<file path="src/rtl/uart_rx_fifo.sv">
// uart_rx_fifo: 8N1 UART receiver with a two-flop input synchroniser, feeding a
// small show-ahead FIFO. Framing and overrun faults are latched in sticky flags
// until err_clr is pulsed.
module uart_rx_fifo #(
    parameter int unsigned CLKS_PER_BIT = 10417,
    parameter int unsigned HALF_BIT     = 5208,
    parameter int unsigned FIFO_DEPTH   = 4
) (
    input  logic       clk,
    input  logic       reset,
    input  logic       uart_txd_in,
    input  logic       rx_rd,
    input  logic       err_clr,
    output logic [7:0] rx_data,
    output logic       rx_empty,
    output logic       busy,
    output logic       frame_err,
    output logic       overrun
);

    // Counter wide enough for the full bit period.
    localparam int unsigned CntW = $clog2(CLKS_PER_BIT + 1);
    // FIFO address width; pointers carry one extra wrap bit.
    localparam int unsigned AW   = $clog2(FIFO_DEPTH);
    localparam int unsigned PW   = AW + 1;

    localparam logic [CntW-1:0] BitLast  = CntW'(CLKS_PER_BIT - 1);
    localparam logic [CntW-1:0] HalfLast = CntW'(HALF_BIT - 1);

    typedef enum logic [1:0] {
        StIdle,
        StStart,
        StData,
        StStop
    } state_t;

    // Synchroniser
    logic            r_sync1;
    logic            r_sync2;
    logic            w_rx_s;

    // Receiver FSM
    state_t          r_state;
    state_t          w_state_next;
    logic [CntW-1:0] r_cnt;
    logic [CntW-1:0] w_cnt_next;
    logic [2:0]      r_idx;
    logic [2:0]      w_idx_next;
    logic [7:0]      r_shreg;
    logic [7:0]      w_shreg_next;
    logic            w_push;
    logic            w_frame_bad;

    // FIFO
    logic [7:0]      r_mem [FIFO_DEPTH];
    logic [PW-1:0]   r_wp;
    logic [PW-1:0]   r_rp;
    logic            w_empty;
    logic            w_full;
    logic            w_pop;
    logic            w_wr;
    logic            w_ovf;

    // Sticky flags
    logic            r_frame_err;
    logic            r_overrun;

    // Two-flop synchroniser; resets to the idle (high) line level.
    always_ff @(posedge clk or posedge reset) begin
        if (reset) begin
            r_sync1 <= 1'b1;
            r_sync2 <= 1'b1;
        end else begin
            r_sync1 <= uart_txd_in;
            r_sync2 <= r_sync1;
        end
    end

    assign w_rx_s = r_sync2;

    // Receiver FSM state and datapath registers.
    always_ff @(posedge clk or posedge reset) begin
        if (reset) begin
            r_state <= StIdle;
            r_cnt   <= '0;
            r_idx   <= '0;
            r_shreg <= '0;
        end else begin
            r_state <= w_state_next;
            r_cnt   <= w_cnt_next;
            r_idx   <= w_idx_next;
            r_shreg <= w_shreg_next;
        end
    end

    // Next-state logic: mid-bit sampling, LSB-first shift, stop-bit check.
    always_comb begin
        w_state_next = r_state;
        w_cnt_next   = r_cnt;
        w_idx_next   = r_idx;
        w_shreg_next = r_shreg;
        w_push       = 1'b0;
        w_frame_bad  = 1'b0;

        unique case (r_state)
            StIdle: begin
                if (!w_rx_s) begin
                    w_state_next = StStart;
                    w_cnt_next   = '0;
                end
            end

            StStart: begin
                if (r_cnt == HalfLast) begin
                    w_cnt_next = '0;
                    if (!w_rx_s) begin
                        w_state_next = StData;
                        w_idx_next   = '0;
                    end else begin
                        // Start bit did not hold to mid-bit: treat as noise.
                        w_state_next = StIdle;
                    end
                end else begin
                    w_cnt_next = r_cnt + 1'b1;
                end
            end

            StData: begin
                if (r_cnt == BitLast) begin
                    w_cnt_next   = '0;
                    w_shreg_next = {w_rx_s, r_shreg[7:1]};
                    if (r_idx == 3'd7) begin
                        w_state_next = StStop;
                    end else begin
                        w_idx_next = r_idx + 3'd1;
                    end
                end else begin
                    w_cnt_next = r_cnt + 1'b1;
                end
            end

            StStop: begin
                if (r_cnt == BitLast) begin
                    // Return to idle mid stop bit so a following start edge is caught.
                    w_cnt_next   = '0;
                    w_state_next = StIdle;
                    if (w_rx_s) begin
                        w_push = 1'b1;
                    end else begin
                        w_frame_bad = 1'b1;
                    end
                end else begin
                    w_cnt_next = r_cnt + 1'b1;
                end
            end

            default: begin
                w_state_next = StIdle;
                w_cnt_next   = '0;
            end
        endcase
    end

    // FIFO status and write/read qualification.
    always_comb begin
        w_empty = (r_wp == r_rp);
        w_full  = (r_wp[AW] != r_rp[AW]) && (r_wp[AW-1:0] == r_rp[AW-1:0]);
        w_pop   = rx_rd && !w_empty;
        // A pop in the same cycle frees the slot, so a push into a full FIFO still lands.
        w_wr    = w_push && (!w_full || w_pop);
        w_ovf   = w_push && w_full && !w_pop;
    end

    // FIFO storage; contents need no reset because the head is masked while empty.
    always_ff @(posedge clk) begin
        if (w_wr) begin
            r_mem[r_wp[AW-1:0]] <= r_shreg;
        end
    end

    // FIFO pointers.
    always_ff @(posedge clk or posedge reset) begin
        if (reset) begin
            r_wp <= '0;
            r_rp <= '0;
        end else begin
            if (w_wr) begin
                r_wp <= r_wp + 1'b1;
            end
            if (w_pop) begin
                r_rp <= r_rp + 1'b1;
            end
        end
    end

    // Sticky error flags; a new error beats a simultaneous clear.
    always_ff @(posedge clk or posedge reset) begin
        if (reset) begin
            r_frame_err <= 1'b0;
            r_overrun   <= 1'b0;
        end else begin
            if (w_frame_bad) begin
                r_frame_err <= 1'b1;
            end else if (err_clr) begin
                r_frame_err <= 1'b0;
            end
            if (w_ovf) begin
                r_overrun <= 1'b1;
            end else if (err_clr) begin
                r_overrun <= 1'b0;
            end
        end
    end

    // Outputs: show-ahead head byte, forced to zero while empty.
    always_comb begin
        rx_data   = w_empty ? 8'h00 : r_mem[r_rp[AW-1:0]];
        rx_empty  = w_empty;
        busy      = (r_state != StIdle);
        frame_err = r_frame_err;
        overrun   = r_overrun;
    end

endmodule

</file>
<file path="config.mk">
export PLATFORM = sky130hd
export DESIGN_NAME = uart_rx_fifo
export DESIGN_NICKNAME = d
export VERILOG_FILES = /design/src/rtl/uart_rx_fifo.sv
export SDC_FILE = /design/constraint.sdc
export NUM_CORES = 1
export LEC_CHECK = 0
export BUFFER_PORTS_ARGS = -buffer_cell sky130_fd_sc_hd__buf_2
export CORE_MARGIN = 3
export CORE_UTILIZATION = 45
export DETAILED_ROUTE_END_ITERATION = 10
export RECOVER_POWER = 25
export SKIP_LAST_GASP = 1
export SLEW_MARGIN = 20
export SYNTH_ARGS = -nofsm -noshare
export SYNTH_HDL_FRONTEND = slang
export SYNTH_SLANG_ARGS = --single-unit
</file>
<file path="constraint.sdc">
create_clock -name clk -period 5.84 [get_ports clk]
set_input_delay 0.584 -clock clk [delete_from_list [all_inputs] [get_ports clk]]
set_output_delay 0.584 -clock clk [all_outputs]
set_load 0.02 [all_outputs]
</file>
Yosys cells after proc, flatten, opt, wreduce, memory -nomap -nowiden:

Memory sizes are Yosys's and may differ from the RTL's.
Cells that the tools add are included.

* add/subtract/negate cells: 4
* equality and inequality tests: 16
* mux-type cells: 28
* reductions and logical operators: 18

Operator list (count)
* two-way mux 14 bit: 3
* one-hot mux 14 bit (3 select lines): 1
* adder 14 x 1 -> 14 bit (second input constant): 1
* equality test 14 x 13 -> 1 bit (second input constant): 1
* equality test 14 bit (second input constant): 1
* != test 2 bit (second input constant): 7
* two-way mux 2 bit: 6
* two-way mux 3 bit: 4
* two-way mux 1 bit: 11
* AND reduction 5 bit: 2
* adder 3 x 1 -> 3 bit (second input constant): 3
* two-way mux 8 bit: 1
* one-hot mux 2 bit (4 select lines): 1
* nonzero test 2 bit: 4
* one-hot mux 3 bit (2 select lines): 1
* logical AND 1 bit: 5
* equality test 2 bit (second input constant): 2
* equality test 3 bit: 1
* equality test 3 bit (second input constant): 1
* logical NOT 1 bit: 3
* equality test 2 x 1 -> 1 bit (second input constant): 1
* equality test 2 bit: 1
* logical NOT 2 bit: 1
* AND reduction 2 bit: 1
* other kinds (3): 3

* register bits: 37
* bits in writable memories: 32
* input bits: 5
* output and inout port bits: 12
* logic and storage cells: 77
* memories: 1

Memories
* r_mem: depth 4, bits a word 8, rd ports 1, clocked after Yosys merged registers in 0, write ports 1, RTL line 55 `logic [7:0] r_mem [FIFO_DEPTH];`

Depth between registers and ports, before layout:

Gate-level depths: netlist (run 1).

* depth in word-level cells: 7
* gate-level depth with buffers: 9
* depth with buffers taken out: 7

Worst setup path before layout (run 1):

No wires, ideal clock.

* kind: register to output
* start point: register r_rp[1]
* end point: output port rx_data[0]
* arrival: 1.556 ns
* required time: 5.256 ns
* path slack: 3.700 ns
* cell stages (with the launch flop): 5
* path buffers: 1
* cell sequence: dfrtp_1 > buf_2 > xor2_1 > nor3b_2 > nor2b_1

* cells in the longest elaborated chain, start to end: 2
* elaborated cells between the ends (all ways): 3
* those cells by class: eq/ne (1); mux (1); memory (1)

RTL lines
* start, declared: RTL line 57 `logic [PW-1:0] r_rp;`
* start signal, assigned: RTL line 191 `r_rp <= r_rp + 1'b1;`
* equality test 3 bit: RTL line 166 `w_empty = (r_wp == r_rp);`
* net rx_empty: RTL line 15 `output logic rx_empty,`
* two-way mux 8 bit: RTL line 217 `rx_data = w_empty ? 8'h00 : r_mem[r_rp[AW-1:0]];`
* end, declared: RTL line 14 `output logic [7:0] rx_data,`

The timed path passes the listed nets, and every way through them passes these cells.

Worst setup path in the final report (run 1):

* start point: register r_rp[0]
* end point: output port rx_data[5]

* cells in the longest elaborated chain, start to end: 2
* elaborated cells between the ends (all ways): 3
* those cells by class: eq/ne (1); mux (1); memory (1)

RTL lines (RTL line)
* memory read (4 x 8 bit) or equality test 3 bit (tied branches)
* two-way mux 8 bit (*): 217

Every way passes the cells marked *; elsewhere a longest branch is shown, timed or not.

==> results of run 1 <==
## layout make-up
| class | instances | area share (%) |
|---|---|---|
| clock buffers | 9 | 3.454 |
| repair buffers | 17 | 2.338 |
| flip-flops and latches | 69 | 52.69 |
| well taps | 96 | 3.350 |
| clock inverters | 7 | 4.047 |
| multi-input cells | 142 | 32.87 |
| inverters | 12 | 1.256 |
## final timing paths
kind	startpoint	to	slack, ps	cells after the start
setup / recovery	r_rp[0]	rx_data[5]	3120	4
hold / removal	uart_txd_in	r_sync1	340	1
setup reg to reg	r_cnt[0]	r_cnt[13]	3520	6
hold reg to reg	r_sync1	r_sync2	360	0
max in group asynchronous	reset	r_wp[2]	3750	3
min in group asynchronous	reset	overrun	950	3
## logic make-up (layout without fill, tap and decap cells)
kind of cell,Yosys count,in the layout,share of synthesized area (%)
AO/OA/AOI/OAI,36,36,7.073
AND/OR/NAND/NOR,70,70,14.46
adder cells (fa/ha/maj),9,9,3.536
multiplexers,19,19,9.509
flip-flops,69,69,59.33
XOR/XNOR,8,8,2.436
buffers and inverters,21,45,3.654
## power by group
| part | internal [mW] | switching [mW] | total [mW] |
|---|---|---|---|
| registers | 0.517 | 0.0389 | 0.556 |
| logic | 0.0477 | 0.0385 | 0.0861 |
| clock network | 0.330 | 0.188 | 0.518 |
## sequential cells by signal, indices dropped and copies added (netlist names), named ones only
register	count
r_sync2	1
r_state	1
r_idx	3
r_cnt	14
r_mem	32
frame_err	1
r_wp	3
overrun	1
r_shreg	8
r_rp	3
r_sync1	1
## metrics by stage
stage	util, %	hold WS (ps)
floorplan	-	345.2
global placement	48.61	346.6
detailed placement	48.61	347.6
CTS	52.55	321.2
global route	52.49	326.5
finish	52.49	339.2
## cells in the final DEF, fill, tap and decap left out, types with 3 or more instances in the layout
cell                        instances
sky130_fd_sc_hd__a21oi_1           10
sky130_fd_sc_hd__a22o_1             3
sky130_fd_sc_hd__a31oi_1           10
sky130_fd_sc_hd__and2_2             3
sky130_fd_sc_hd__and3_1             5
sky130_fd_sc_hd__buf_2             16
sky130_fd_sc_hd__bufinv_16          4
sky130_fd_sc_hd__clkbuf_8           9
sky130_fd_sc_hd__dfrtp_1           35
sky130_fd_sc_hd__edfxtp_1          32
sky130_fd_sc_hd__ha_1               9
sky130_fd_sc_hd__inv_1             12
sky130_fd_sc_hd__mux2_2            10
sky130_fd_sc_hd__mux4_2             8
sky130_fd_sc_hd__nand2_1           17
sky130_fd_sc_hd__nand2b_1           4
sky130_fd_sc_hd__nand3_1            6
sky130_fd_sc_hd__nand4_1            3
sky130_fd_sc_hd__nor2_1             5
sky130_fd_sc_hd__nor2b_1            9
sky130_fd_sc_hd__o21ai_0            7
sky130_fd_sc_hd__xnor2_1            3
sky130_fd_sc_hd__xor2_1             4
## critical path: stages (launching register included)
cell	delay [ps]
sky130_fd_sc_hd__dfrtp_1	740
sky130_fd_sc_hd__xor2_1	180
sky130_fd_sc_hd__nor3b_2	580
sky130_fd_sc_hd__nor2b_1	100
sky130_fd_sc_hd__buf_2	190
## layer usage
| layer | track usage, % | vias up | wire length, um |
|---|---|---|---|
| met1 | 17.89 | 931 | 2459 |
| met4 | 7.908 | 0 | 90 |
| met2 | 23.40 | 18 | 2640 |
| met3 | 3.013 | 5 | 121 |
| met5 | 0 | - | 0 |
| li1 | - | 891 | - |
==> impl_metrics.yaml, run 1 <==
run_status:
  outcome: "finished, violations left"
  failing_checks: "max-capacitance violations, max-slew violations"
global_route:
  global_route.usage.total_pct: 14.36
  pin_count_of_the_biggest_net_entering_global_routing: 38
  grt_first_pass_wirelength_um: 9190
  antenna_violations_before_repair: 0
  via_count_of_the_first_global_routing_pass: 1867
  final_global_route_overflow_total: 0
drt:
  detail_route.drc_violations: 0
  drt-pass1-iter-count: 4
  via_count: 1845
  detail_routed_net_length_per_standard_cell_um: 15.09
  wirelength_um: 5311
  route.antenna.remaining_nets: 0
  vias_per_cell: 5.241
  initialDrtViolationCount: 122
timing:
  finalWorstPathRequiredPeriod_ps: 2719
  unrepaired_setup_endpoints_after_global_routing: "false"
  tightest_slew_ps: 1982
  worst_slew_margin_rel_pct: -32.15
  finClkSkew_ps: 7.474
  timing.fmax_mhz: 367.7
  count_of_final_max_slew_check_failures: 38
  final-hold-violation-count: 0
  final_worst_path_cycle_share_pct: 46.56
  setup_viol: 0
  setup_tns_ps: 0
  setup_ws_ps: 3121
synth:
  synthesis.instances: 232
  netlist_area_um2: 3184
  synth_async_sr_flop_share_pct: 53.62
  synthTopCellsByCount: "sky130_fd_sc_hd__dfrtp_1 (35), sky130_fd_sc_hd__edfxtp_1 (32), sky130_fd_sc_hd__nand2_1 (17), sky130_fd_sc_hd__inv_1 (12)"
  synthesis.nets: 246
  synth_edf_count: 32
  yosysUniqueCellTypes: 48
  synth.ff_latch_count: 69
  synthMostInstantiatedCell: "sky130_fd_sc_hd__dfrtp_1"
  synth_sequential_area_ratio_pct: 59.33
  synth_top_cell_area_share_pct: 30.18
  post_synth.cell_area_avg_um2: 13.73
  synthesis.yosys.warnings: 0
  synthTopCellsByArea: "sky130_fd_sc_hd__edfxtp_1 (30%), sky130_fd_sc_hd__dfrtp_1 (28%), sky130_fd_sc_hd__mux4_2 (5.7%)"
  dominantRegCellSynth: "sky130_fd_sc_hd__dfrtp_1"
  synth_largest_area_cell: "sky130_fd_sc_hd__edfxtp_1"
worst_setup_path:
  critical_path.max_fanout: 11
  worst_ep_required_time_ps: 5260
  cp-end-kind: "primary output"
  critical_path.startpoint_type: "register"
  crit_type: "register to primary output"
  crit_arrival_ps: 2140
clocking:
  clock-sinks: 69
  worst_setup_hold_path_clk_slew_ps: 80
  tritoncts: "done"
  cts_made_buffers: 9
  htree_num_levels: 3
  clkLatencyLatePin_ps: 340
  cts_resized: 0
  max-clock-path-buffers: 2
  cts_setup_buffers: 0
  cts_hold_buffers: 0
  ctsRootBufferMaster: "sky130_fd_sc_hd__clkbuf_8"
finish:
  final_cells: 352
  finish.instance_area_um2: 3586
  final_net_count: 265
  drive_gt1_share_pct: 26.17
  insertedDiodeCount: 0
  count_of_filler_cells_inserted_in_the_layout: 585
  total_area_of_multi_input_combinational_cells_um2: 1179
  seqCellArea_um2: 1889
  area_delta_synth_final_pct: 12.61
die:
  die_w_um: 90.12
  core-area_um2: 6832
  initial_utilization_pct: 46.61
  dieArea_um2: 8122
  io-pin-count: 17
  rows: 30
  chip_height_um: 90.12
pwr:
  peakVddDrop_uv: 156.9
  power.leakage_nw: 1.616
  final_power_mw: 1.160
  power_density_nw_per_um2: 323.4
placement:
  place_hpwl_um: 3552
  place_ws_ps: 3395
  dpl_cell_area_um2: 3321
  gp_congestion: 0.7648
  portBuffers: 16
  number_of_placed_instances_with_taps_included: 336
run:
  reported_max_cap_violation_count: 1
min_path:
  min_path_type: "input port to register"
(Power assumes the default switching activity.)
==> run 2: changes to the inputs <==
==> constraint.sdc (replaced) <==
create_clock -name clk -period 2.3 [get_ports clk]
set_input_delay 0.23 -clock clk [delete_from_list [all_inputs] [get_ports clk]]
set_output_delay 0.23 -clock clk [all_outputs]
set_load 0.02 [all_outputs]
==> run 2 against run 1 <==
Against the previous run:
- non-clock buffer count up 9
- via count is 0.76% higher
- global-route usage grew 0.32 points
- the run now ends clean
- flip-flop and latch count unchanged
- utilization grew 1.1 points
- critical endpoint is now r_idx[0]
- sequential share of layout area shrank 1.1 points
- cell count grew 2.6%
- total power rose to 2.6 times the previous value
- critical path type is now register to register
- combinational power rose to 3.9 times the previous value
- worst hold slack worse by 270 ps
- setup slack lost 2900 ps
==> impl_metrics.yaml, run 2 (same netlist as run 1, synthesis figures left out) <==
min_path:
  min_delay_path_depth: 2
  min_path_type: "input port to register"
  hold_path.startpoint: "err_clr"
  worst_hold_path.endpoint: "overrun"
clocking:
  clock-sinks: 69
  tritoncts: "done"
  worst_setup_hold_path_clk_slew_ps: 80
  clkLatencyLatePin_ps: 330
  cts_made_buffers: 9
  max-clock-path-buffers: 2
  htree_num_levels: 3
  ctsRootBufferMaster: "sky130_fd_sc_hd__clkbuf_8"
  cts_resized: 0
placement:
  number_of_placed_instances_with_taps_included: 343
  portBuffers: 16
  dpl_cell_area_um2: 3373
  place_hpwl_um: 3657
  gp_congestion: 0.7627
drt:
  drt-pass1-iter-count: 4
  wirelength_um: 5412
  vias_per_cell: 5.150
  via_count: 1859
  route.antenna.remaining_nets: 0
  detail_routed_net_length_per_standard_cell_um: 14.99
  initialDrtViolationCount: 106
  detail_route.drc_violations: 0
run_status:
  outcome: "completed"
worst_setup_path:
  timing.rr.start: "r_cnt[0]"
  ff2ff_setup_slack_ps: 260
  critical_path.startpoint_type: "register"
  cp-end-kind: "register"
  number_of_cells_on_the_worst_reg_to_reg_path: 8
  crit_arrival_ps: 2260
  crit_type: "register to register"
  rr_endpoint: "r_idx[0]"
  critical_path.max_fanout: 8
  worst_ep_required_time_ps: 2520
timing:
  finClkSkew_ps: 5.284
  tightest_slew_ps: 905.9
  unrepaired_setup_endpoints_after_global_routing: "false"
  finalWorstPathRequiredPeriod_ps: 2036
  final_worst_path_cycle_share_pct: 88.54
  timing.fmax_mhz: 491.1
  worst_slew_margin_rel_pct: 39.61
  count_of_final_max_slew_check_failures: 0
  setup_tns_ps: 0
  setup_viol: 0
  final-hold-violation-count: 0
  fin_hold_ws_ps: 73.79
die:
  chip_height_um: 90.12
  rows: 30
  die_w_um: 90.12
  core-area_um2: 6832
  dieArea_um2: 8122
  io-pin-count: 17
  initial_utilization_pct: 46.61
finish:
  layout.core_utilization_pct: 53.57
  layout_common_cells: "sky130_fd_sc_hd__dfrtp_1 (35), sky130_fd_sc_hd__edfxtp_1 (32), sky130_fd_sc_hd__nand2_1 (17), sky130_fd_sc_hd__buf_2 (16), sky130_fd_sc_hd__inv_1 (12)"
  area_delta_synth_final_pct: 14.93
  finish.instance_area_um2: 3660
  final_net_count: 274
  insertedDiodeCount: 0
  drive_gt1_share_pct: 28.30
  layout_commonest_cell: "sky130_fd_sc_hd__dfrtp_1"
  final_cells: 361
  largest_register_ff_count: 32
global_route:
  global_route.usage.total_pct: 14.68
  via_count_of_the_first_global_routing_pass: 1888
  final_global_route_overflow_total: 0
  pin_count_of_the_biggest_net_entering_global_routing: 38
  antenna_violations_before_repair: 0
  grt_first_pass_wirelength_um: 9432
run:
  reported_max_cap_violation_count: 0
pwr:
  power_density_nw_per_um2: 817.2
  peakVddDrop_uv: 337.8
  power.leakage_nw: 1.662
## run 2: power by group
group / internal (mW) / total [mW] / leakage [nW] / switching, mW
combinational: 0.153 / 0.333 / 0.675 / 0.180
sequential: 1.31 / 1.34 / 0.856 / 0.0279
clock: 0.838 / 1.32 / 0.130 / 0.477
total: 2.31 / 2.99 / 1.66 / 0.685
## run 2: stage by stage
| step | power [mW] | setup WS (ps) |
|---|---|---|
| 5_1_grt | 3.119 | 85.64 |
| 2_1_floorplan | 1.617 | 289.5 |
| 4_1_cts | 3.040 | 237.8 |
| 6_report | 2.991 | 263.6 |
| 3_5_place_dp | 1.715 | 254.5 |
| 3_3_place_gp | 1.704 | 276.9 |
## run 2: worst max path at each step
stage | startpoint | endpoint | slack [ps] | cells after the start
finish | r_cnt[0] | r_idx[0] | 260 | 8
global route | r_cnt[1] | r_mem[2][7] | 90 | 6
CTS | r_rp[0] | rx_data[5] | 240 | 4
detailed placement | r_cnt[0] | r_mem[2][4] | 250 | 6
global placement | r_cnt[0] | r_mem[0][3] | 280 | 6
floorplan | r_rp[1] | r_rp[1] | 290 | 5
## run 2: layer usage
metal  vias to the layer above  GRT usage [%]  wire (um)
met1                       922          19.64       2594
met4                         0          5.357         56
met5                         -              0          0
met3                         6          3.013        136
li1                        909              -          -
met2                        22          23.77       2625
## run 2: critical path, cell delays in order, from the launching register on
cell                       delay, ps
sky130_fd_sc_hd__dfrtp_1         430
sky130_fd_sc_hd__inv_1            80
sky130_fd_sc_hd__ha_1            130
sky130_fd_sc_hd__and4bb_2        250
sky130_fd_sc_hd__nand4_4         110
sky130_fd_sc_hd__buf_4           200
sky130_fd_sc_hd__nor4_4          220
sky130_fd_sc_hd__o21ai_0         200
sky130_fd_sc_hd__mux2_2          300
## run 2: repair_timing
item / CTS / global route
hold endpoints to repair: 18 / 0
endpoints found under the setup margin: 0 / 0
hold buffers: 2 / 0
buffers inserted: 0 / 0
## run 2: layout make-up
class,instances,area (um^2)
inverter,12,45.04
fill,622,3172
clock buffer,9,123.9
tap,96,120.1
timing repair buffer,26,157.7
sequential,69,1889
multi-input combinational,142,1179
clock inverter,7,145.1
==> run 3: changes to the inputs <==
--- a/config.mk
+++ b/config.mk
@@ -6,8 +6,9 @@
 export NUM_CORES = 1
 export LEC_CHECK = 0
 export BUFFER_PORTS_ARGS = -buffer_cell sky130_fd_sc_hd__buf_2
+export CORE_ASPECT_RATIO = 0.7
 export CORE_MARGIN = 3
-export CORE_UTILIZATION = 45
+export CORE_UTILIZATION = 23
 export DETAILED_ROUTE_END_ITERATION = 10
 export RECOVER_POWER = 25
 export SKIP_LAST_GASP = 1
==> run 3 against run 2 <==
Against the previous run:
- register-to-register slack worse by 20 ps
- clock-buffer cell count unchanged
- utilization fell by 25 points
- cell count rose by 24%
- wire length grew 14%
- combinational power increased by 3%
- largest power group unchanged
- largest cell class unchanged
- critical path depth shrank 2
- flip-flop and latch count stayed put
- setup slack worse by 17 ps
- clock skew about the same
==> impl_metrics.yaml, run 3 (same netlist as run 1, synthesis figures left out) <==
worst_setup_path:
  crit_chain: "inv_1 -> ha_1 -> and4bb_2 -> nand4_4 -> nor3_2 -> and2_2"
  crit_arrival_ps: 2080
  crit_type: "register to register"
  worst_ep_required_time_ps: 2320
  timing.critical_path.slowest_cell_delay_ps: 430
  cp-end-kind: "register"
  critical_path.startpoint_type: "register"
  critical_path_buf_inv_count: 1
  rr_endpoint: "r_mem[0][3]"
  ff2ff_setup_slack_ps: 250
  critical_path.max_fanout: 9
  worst_path_dominant_cell_family: "simple AND/OR/NAND/NOR gates"
  number_of_cells_on_the_worst_reg_to_reg_path: 6
  crit_slowest_cell: "sky130_fd_sc_hd__dfrtp_1"
  timing.rr.start: "r_cnt[0]"
die:
  initial_utilization_pct: 23.84
  core-area_um2: 13360
  io-pin-count: 17
  rows: 35
  die_w_um: 146.6
  dieArea_um2: 15320
  chip_height_um: 104.4
min_path:
  worst_hold_path.endpoint: "overrun"
  min_delay_path_depth: 2
  hold_path.startpoint: "err_clr"
  min_path_type: "input port to register"
global_route:
  final_global_route_overflow_total: 0
  global_route.usage.total_pct: 8.901
  pin_count_of_the_biggest_net_entering_global_routing: 38
  antenna_violations_before_repair: 0
  via_count_of_the_first_global_routing_pass: 1982
  grt_first_pass_wirelength_um: 10580
timing:
  setup_tns_ps: 0
  tightest_slew_ps: 947.8
  finClkSkew_ps: 5.114
  setup_viol: 0
  final_worst_path_cycle_share_pct: 89.28
  finalWorstPathRequiredPeriod_ps: 2053
  worst_slew_margin_rel_pct: 36.82
  unrepaired_setup_endpoints_after_global_routing: "false"
  count_of_final_max_slew_check_failures: 0
  final-hold-violation-count: 0
  timing.fmax_mhz: 487.0
clocking:
  worst_setup_hold_path_clk_slew_ps: 60
  clkLatencyLatePin_ps: 330
  cts_made_buffers: 9
  tritoncts: "done"
  htree_num_levels: 3
  clock-sinks: 69
  ctsRootBufferMaster: "sky130_fd_sc_hd__clkbuf_16"
  max-clock-path-buffers: 2
placement:
  portBuffers: 16
  gp_congestion: 0.8212
  place_hpwl_um: 4367
  dpl_cell_area_um2: 3485
  number_of_placed_instances_with_taps_included: 432
run_status:
  outcome: "completed"
run:
  reported_max_cap_violation_count: 0
finish:
  insertedDiodeCount: 0
  area_delta_synth_final_pct: 18.35
  final_net_count: 273
  largest_register_ff_count: 32
  drive_gt1_share_pct: 28.41
  count_of_filler_cells_inserted_in_the_layout: 1373
  layout_commonest_cell: "sky130_fd_sc_hd__dfrtp_1"
  layout_common_cells: "sky130_fd_sc_hd__dfrtp_1 (35), sky130_fd_sc_hd__edfxtp_1 (32), sky130_fd_sc_hd__nand2_1 (17), sky130_fd_sc_hd__buf_2 (16), sky130_fd_sc_hd__inv_1 (12)"
  seqCellArea_um2: 1889
  finish.instance_area_um2: 3769
  final_cells: 449
  layout.core_utilization_pct: 28.22
  total_area_of_multi_input_combinational_cells_um2: 1179
drt:
  route.antenna.remaining_nets: 0
  detail_route.drc_violations: 0
  via_count: 1921
  detail_routed_net_length_per_standard_cell_um: 13.79
  wirelength_um: 6192
  drt-pass1-iter-count: 4
  initialDrtViolationCount: 112
  vias_per_cell: 4.278
pwr:
  peakVddDrop_uv: 305.9
  power_density_nw_per_um2: 782.2
  power.leakage_nw: 1.660
[run 3: metal layers]
metal  track usage (%)  share of wire (%)  vias up
li1                  -                  -      908
met1             12.95                 52      960
met2             11.99                 41       43
met3             2.700                4.8       10
met4             4.027                2.0        0
met5                 0                  0        -
[run 3: cell type report]
cell class                      count  area share, %
Tap cell                          185          6.142
Clock inverter                      7          1.361
Sequential cell                    69          50.13
Multi-Input combinational cell    142          31.27
Timing Repair Buffer               25          3.918
Inverter                           12          1.195
Clock buffer                        9          5.976
[run 3: how the worst max path moves through the flow]
stage | start | end | slack, ps | cells after the start
2_1_floorplan | r_rp[1] | r_rp[1] | 290 | 5
3_3_place_gp | r_cnt[0] | r_mem[0][7] | 270 | 6
3_5_place_dp | r_cnt[0] | r_mem[0][7] | 230 | 6
4_1_cts | r_cnt[0] | r_mem[0][3] | 220 | 6
5_1_grt | r_cnt[3] | r_mem[0][3] | 120 | 4
6_report | r_cnt[0] | r_mem[0][3] | 250 | 6
[run 3: stage by stage]
| stage | total power, mW | hold WS [ps] | setup WS [ps] |
|---|---|---|---|
| 2_1_floorplan | 1.617 | 234.5 | 289.5 |
| 3_3_place_gp | 1.716 | 336.6 | 272.9 |
| 3_5_place_dp | 1.724 | 336.2 | 225.4 |
| 4_1_cts | 3.000 | 40.64 | 220.4 |
| 5_1_grt | 3.094 | 84.44 | 119.8 |
| 6_report | 2.948 | 84.82 | 246.6 |
[run 3: worst reg2reg max path, delay by kind of cell (launching register included)]
kind,cells,cell delay (ps)
buffers and inverters,1,80
DFF,1,430
adders and majority gates,1,130
and+or+nand+nor,4,1100
[run 3: power breakdown]
part	internal, mW	switching (mW)	total (mW)
Combinational	0.163	0.181	0.344
Sequential	1.32	0.0271	1.34
Clock	0.731	0.528	1.26
Total	2.21	0.736	2.95
[run 3: what timing repair did]
item                                   CTS  global route
hold buffers                             1             0
endpoints found under the hold margin    1             0
gates resized for setup                  0             0
buffers inserted                         0             0
